File: config.mk
export PLATFORM = sky130hd
export DESIGN_NAME = fifo_uart_tx
export DESIGN_NICKNAME = d
export VERILOG_FILES = /design/src/rtl/fifo_uart_tx.sv
export SDC_FILE = /design/constraint.sdc
export NUM_CORES = 1
export LEC_CHECK = 0
export BUFFER_PORTS_ARGS = -buffer_cell sky130_fd_sc_hd__buf_2
export CAP_MARGIN = 40
export CORE_MARGIN = 5
export CORE_UTILIZATION = 40
export DETAILED_ROUTE_END_ITERATION = 16
export PLACE_DENSITY = 0.7
export SETUP_SLACK_MARGIN = 0.2
export SLEW_MARGIN = 20
export SYNTH_ARGS = -nofsm -noshare
export SYNTH_HDL_FRONTEND = slang
export SYNTH_SLANG_ARGS = --single-unit
File: constraint.sdc
create_clock -name clock -period 5.2 [get_ports clock]
set_input_delay 1.3 -clock clock [delete_from_list [all_inputs] [get_ports clock]]
set_output_delay 1.3 -clock clock [all_outputs]
set_load 0.005 [all_outputs]
File: src/rtl/fifo_uart_tx.sv
// FIFO-fed UART transmitter: pops one word per frame and sends start, data LSB first, optional parity, stop.
// Define UART_TX_PARITY_EN to add a parity bit; PARITY_ODD then selects odd (1) or even (0) parity.
module fifo_uart_tx #(
    parameter int DATA_WIDTH   = 8,
    parameter int CLKS_PER_BIT = 434,
    parameter int PARITY_ODD   = 0
) (
    input  logic                  clock,
    input  logic                  reset,
    input  logic [DATA_WIDTH-1:0] fifo_rdData,
    input  logic                  fifo_empty,
    output logic                  fifo_rd_en,
    input  logic                  tx_enable,
    output logic                  tx,
    output logic                  busy,
    output logic                  frame_done
);

    localparam int CNT_W = (CLKS_PER_BIT > 2) ? $clog2(CLKS_PER_BIT) : 1;
    localparam int BIT_W = $clog2(DATA_WIDTH);
    localparam logic [CNT_W-1:0] CNT_LAST = CNT_W'(CLKS_PER_BIT - 1);
    localparam logic [CNT_W-1:0] CNT_PRE  = CNT_W'(CLKS_PER_BIT - 2);
    localparam logic [BIT_W-1:0] BIT_LAST = BIT_W'(DATA_WIDTH - 1);

    if (DATA_WIDTH < 5 || DATA_WIDTH > 9) begin : g_bad_width
        $error("fifo_uart_tx: DATA_WIDTH must be 5..9");
    end
    if (CLKS_PER_BIT < 2) begin : g_bad_baud
        $error("fifo_uart_tx: CLKS_PER_BIT must be >= 2");
    end
    if (PARITY_ODD != 0 && PARITY_ODD != 1) begin : g_bad_parity
        $error("fifo_uart_tx: PARITY_ODD must be 0 or 1");
    end

    // IDLE: wait/pop | START: line low | DATA: data bits | PARITY: parity bit | STOP: line high
`ifdef UART_TX_PARITY_EN
    typedef enum logic [2:0] {IDLE, START, DATA, PARITY, STOP} state_t;
`else
    typedef enum logic [2:0] {IDLE, START, DATA, STOP} state_t;
`endif

    state_t                state;
    logic [CNT_W-1:0]      baud_cnt;
    logic [BIT_W-1:0]      bit_cnt;
    logic [DATA_WIDTH-1:0] shreg;
    logic                  bit_end;
`ifdef UART_TX_PARITY_EN
    logic                  par_bit;
`endif

    assign bit_end    = (baud_cnt == CNT_LAST);
    assign fifo_rd_en = (state == IDLE) && tx_enable && !fifo_empty;

    always_ff @(posedge clock or posedge reset) begin
        if (reset) begin
            state      <= IDLE;
            baud_cnt   <= '0;
            bit_cnt    <= '0;
            shreg      <= '0;
            tx         <= 1'b1;
            busy       <= 1'b0;
            frame_done <= 1'b0;
`ifdef UART_TX_PARITY_EN
            par_bit    <= 1'b0;
`endif
        end else begin
            frame_done <= 1'b0;
            case (state)
                IDLE: begin
                    baud_cnt <= '0;
                    bit_cnt  <= '0;
                    if (fifo_rd_en) begin
                        shreg <= fifo_rdData;
`ifdef UART_TX_PARITY_EN
                        par_bit <= (^fifo_rdData) ^ (PARITY_ODD != 0);
`endif
                        state <= START;
                        tx    <= 1'b0;
                        busy  <= 1'b1;
                    end
                end
                START: begin
                    if (bit_end) begin
                        baud_cnt <= '0;
                        state    <= DATA;
                        tx       <= shreg[0];
                    end else begin
                        baud_cnt <= baud_cnt + 1'b1;
                    end
                end
                DATA: begin
                    if (bit_end) begin
                        baud_cnt <= '0;
                        if (bit_cnt == BIT_LAST) begin
                            bit_cnt <= '0;
`ifdef UART_TX_PARITY_EN
                            state <= PARITY;
                            tx    <= par_bit;
`else
                            state <= STOP;
                            tx    <= 1'b1;
`endif
                        end else begin
                            // next bit is presented from shreg[1] as the register shifts
                            bit_cnt <= bit_cnt + 1'b1;
                            shreg   <= shreg >> 1;
                            tx      <= shreg[1];
                        end
                    end else begin
                        baud_cnt <= baud_cnt + 1'b1;
                    end
                end
`ifdef UART_TX_PARITY_EN
                PARITY: begin
                    if (bit_end) begin
                        baud_cnt <= '0;
                        state    <= STOP;
                        tx       <= 1'b1;
                    end else begin
                        baud_cnt <= baud_cnt + 1'b1;
                    end
                end
`endif
                STOP: begin
                    if (bit_end) begin
                        baud_cnt <= '0;
                        state    <= IDLE;
                        busy     <= 1'b0;
                    end else begin
                        baud_cnt <= baud_cnt + 1'b1;
                        // registered pulse lands in the final stop-bit cycle
                        frame_done <= (baud_cnt == CNT_PRE);
                    end
                end
                default: begin
                    state    <= IDLE;
                    baud_cnt <= '0;
                    tx       <= 1'b1;
                    busy     <= 1'b0;
                end
            endcase
        end
    end

endmodule

==> results.txt <==
The run finished with clean final reports. The post-synthesis sequential element count was 25. The number of antenna diodes in the final layout is 0. The share of the core filled with cells came out at 46.9%. Data on the critical path is required at its endpoint by 3900 ps. Across all setup checks in the final design, the least slack found is 2090 ps.

The netlist area before placement was 0.00141 mm²; the leftover overflow at the end of global routing was 0. Sequential cells burn 64.4% of the power. The length in cells of the worst reg-to-reg path is 6, and the reported max-cap violation count is 0. Per report_power, the combinational group accounts for 5.8% of the total. The buffers plus inverters on the worst setup path was 2. For the pin with the worst max-slew slack, the measured transition is 633 ps. The net count of the finished layout is 170. Number of cells on the worst hold path: 1. The power density of the placed cells is 195 mW/mm², and the weighted congestion at the end of routability-driven global placement is 0.863. The routed layout has 992 vias. The die is 69.4 µm wide. Of all nets on the critical path, the largest fanout is 4. The floorplan step defined a die boundary enclosing 0.00482 mm². The logs give 0 for the number of buffers added to fix hold violations after cts and 0 for the number of failing hold endpoints at the final stage. For this design the top-level I/O count stands at 16. The HPWL after detailed placement is 2.09 mm. Traced cell by cell, the critical path runs through buf_2, nand2b_1, nor2_1, buf_2. The first routing iteration left 33 violations. Once the floorplan was initialized, standard cells occupied 41.7% of the core. The tightest slew margin relative to the limit is 57.8%.

The run gives 1110 as the number of global-route vias before repair. The port buffer count came out at 15. Setup repair after global routing left no endpoint under its margin. Clock tree synthesis selected as its root buffer the cell clkbuf_4.

Dividing the detail-routed via count by the number of cells gives 5.17. In the routed design, unresolved DRC markers number 0. The mean instance size in the synthesized netlist was 11.0 µm².

TritonCTS built the clock tree. At the later pin of the worst-skew pair, clock insertion delay measures 330 ps. The pre-CTS setup slack is 2090 ps, and the peak per-stage delay on the critical path is 180 ps.

The first TritonRoute pass finished after 4 iterations. Yosys attributes the largest share of cell area to dfrtp_1 (43%), mux2_2 (13%), ha_1 (9.7%). The tools report the yosys synthesis warning count as 0. The origin of the worst min-delay path is bit_cnt[1]. Cells with a size suffix above 1 make up 28.8% of the layout. The reg-to-reg endpoint was shreg[1]. Setup violations remaining at the end of the flow were counted as 0. The worst setup path is launched from an input pin. Clock-pin slew was measured on the worst setup and hold paths at 150 ps. The clock network is responsible for 29.8% of the overall power.

The internal power contribution is 0.000238 W, and the final clock skew is 9.85 ps. The top cell type by area accounts for 42.5% of the synthesized area. The pin count of the biggest net entering global routing came out at 18. The endpoint of the worst hold path was bit_cnt[1]. In this run the core area contains 21 standard-cell rows. The first global-routing pass estimated 4.80 mm of wire. Synthesis produced 129 cells. The post-cts sizing count was 0; the number of enable flip-flop cells after synthesis was 0. The initial antenna violation count came out at 0.

The number of cells after detailed placement was 188. Across all register-to-register paths, the minimum setup slack is 2760 ps. Number of different library cells in the post-synthesis netlist: 33.

The endpoint class of the critical path is an output pin. The tools report the number of non-filler instances in the completed layout as 192. Detailed-route wire length per cell: 13.8 µm. The worst vdd rail ir drop is 98.5 µV, and the overall die height is 69.4 µm.

Async set-reset flop share out of synthesis: 100%. The type of the worst setup path is in -> out. The region available for standard cell placement spans 0.00339 mm². The highest clock frequency the design can meet came out at 322 MHz. The routed wire length is 2.65 mm. The clock period could shrink to 3110 ps. The final critical-path share of the clock period is 59.8%, and the level count of the clock H-tree is 1. The buffers inserted during post-CTS setup optimization came out at 0.

The longest clock path from root to sink contains 2 buffers. For the final max-slew violation count, the log shows 0. Summed over all instances, the cell type with the most area after synthesis is dfrtp_1. The category of cells accounting for the largest share of critical-path delay is simple AND/OR/NAND/NOR gates. Data arrives at the worst endpoint at 1810 ps.

Global routing used 12.0% of the available tracks. Total negative slack: 0 ps. CTS sink count: 25.

The static power due to leakage was 0.759 nW. The switching power came out at 0.0000727 W. Of the total power, the share spent switching nets is 23.4%.

Synthesis produced a netlist with a net count of 152. The logs give 0.000310 W for the total power draw and 3 for the number of buffers inserted during clock tree synthesis. The worst hold-check path type is reg -> reg.

Predominant post-synthesis flop cell: dfrtp_1. The share of the Yosys chip area taken by registers is 44.4%. Number of routed nets with antenna violations: 0. The tools report the beginning of the worst register-to-register path as state[0]. Most used cell along the critical path: buf_2.

Compared with the post-synthesis result, the final layout area differs by 12.6%. Slowest library cell on the worst path: nand2b_1.
-- stage by stage --
stage	area [µm²]	hold WS, ps
finish	1590	519
global route	1590	543
CTS	1590	525
detailed placement	1560	490
global placement	1530	483
floorplan	1410	470
-- metal layers --
metal	wire (µm)	vias up	track usage [%]
li1	-	482	-
met1	1120	488	13.1
met5	0	-	0
met2	1380	20	21.8
met3	135	2	4.35
met4	13	0	2.82
-- how the worst max path moves through the flow --
stage | from | end | slack (ps) | cells after the start
floorplan | fifo_empty | fifo_rd_en | 2330 | 2
global placement | fifo_empty | fifo_rd_en | 2120 | 4
detailed placement | fifo_empty | fifo_rd_en | 2090 | 4
CTS | fifo_empty | fifo_rd_en | 2090 | 4
global route | fifo_empty | fifo_rd_en | 2050 | 4
finish | fifo_empty | fifo_rd_en | 2090 | 4
-- cells in the final DEF, fill, tap and decap left out, drive strengths merged, types with 2 or more instances in the layout --
cell type and n:
inv 9, and4 2, nand2b 3, a21oi 4, nor3 2, xnor2 2, buf 16, and2 2
dfrtp 24, nand4 4, a21o 3, nor2 15, ha 11, nand2 4, nand3 6, o21ai 3
mux2 16, clkbuf 3, xor2 5
-- logic make-up after synthesis --
| logic type | after synthesis | synth area share (%) |
|---|---|---|
| XOR/XNOR | 7 | 4.34 |
| flip-flops | 25 | 44.4 |
| adder cells (fa/ha/maj) | 11 | 9.74 |
| multiplexers | 16 | 12.8 |
| AO/OA/AOI/OAI | 15 | 7.97 |
| buffers and inverters | 12 | 3.28 |
| AND/OR/NAND/NOR | 43 | 17.5 |
-- cells in the mapped netlist (2+ instances only) --
| library cell | instances |
|---|---|
| a21o_1 | 3 |
| a21oi_1 | 3 |
| and2_1 | 2 |
| clkbuf_1 | 2 |
| dfrtp_1 | 24 |
| ha_1 | 11 |
| inv_1 | 9 |
| mux2_2 | 16 |
| nand2_1 | 4 |
| nand2b_1 | 3 |
| nand3_1 | 6 |
| nand4_1 | 3 |
| nor2_1 | 15 |
| nor3_1 | 2 |
| o21ai_0 | 3 |
| xnor2_1 | 2 |
| xor2_1 | 5 |
-- final cells by class --
class,count,area [µm²]
multi-input combinational,92,739
clock buffer,3,22.5
timing repair buffer,16,103
inverter,9,33.8
clock inverter,1,7.51
sequential,25,627
tap,46,57.6
fill,321,1800
-- worst reg2reg max path: cells and delay by family, from the launching register on --
kind	cells	cell delay, ps
buffers and inverters	1	140
adders and majority gates	1	580
and+or+nand+nor	2	500
AOI/OAI and AO/OA	1	300
DFF	1	470
muxes	1	370
-- state kept, by name, indices dropped and copies added, names as in the netlist --
name        flops
frame_done      1
busy            1
state           2
shreg           8
tx              1
baud_cnt        9
bit_cnt         3
-- power by group through the flow --
stage	clock (W)	sequential, W	combinational, W
3_5_place_dp	0	0.000204	0.0000186
5_1_grt	0.000104	0.000200	0.0000204
2_1_floorplan	0	0.000203	0.00000931
4_1_cts	0.0000966	0.000200	0.0000186
3_3_place_gp	0	0.000203	0.0000149
6_report	0.0000925	0.000200	0.0000179
Power figures use the tool's default switching activity.
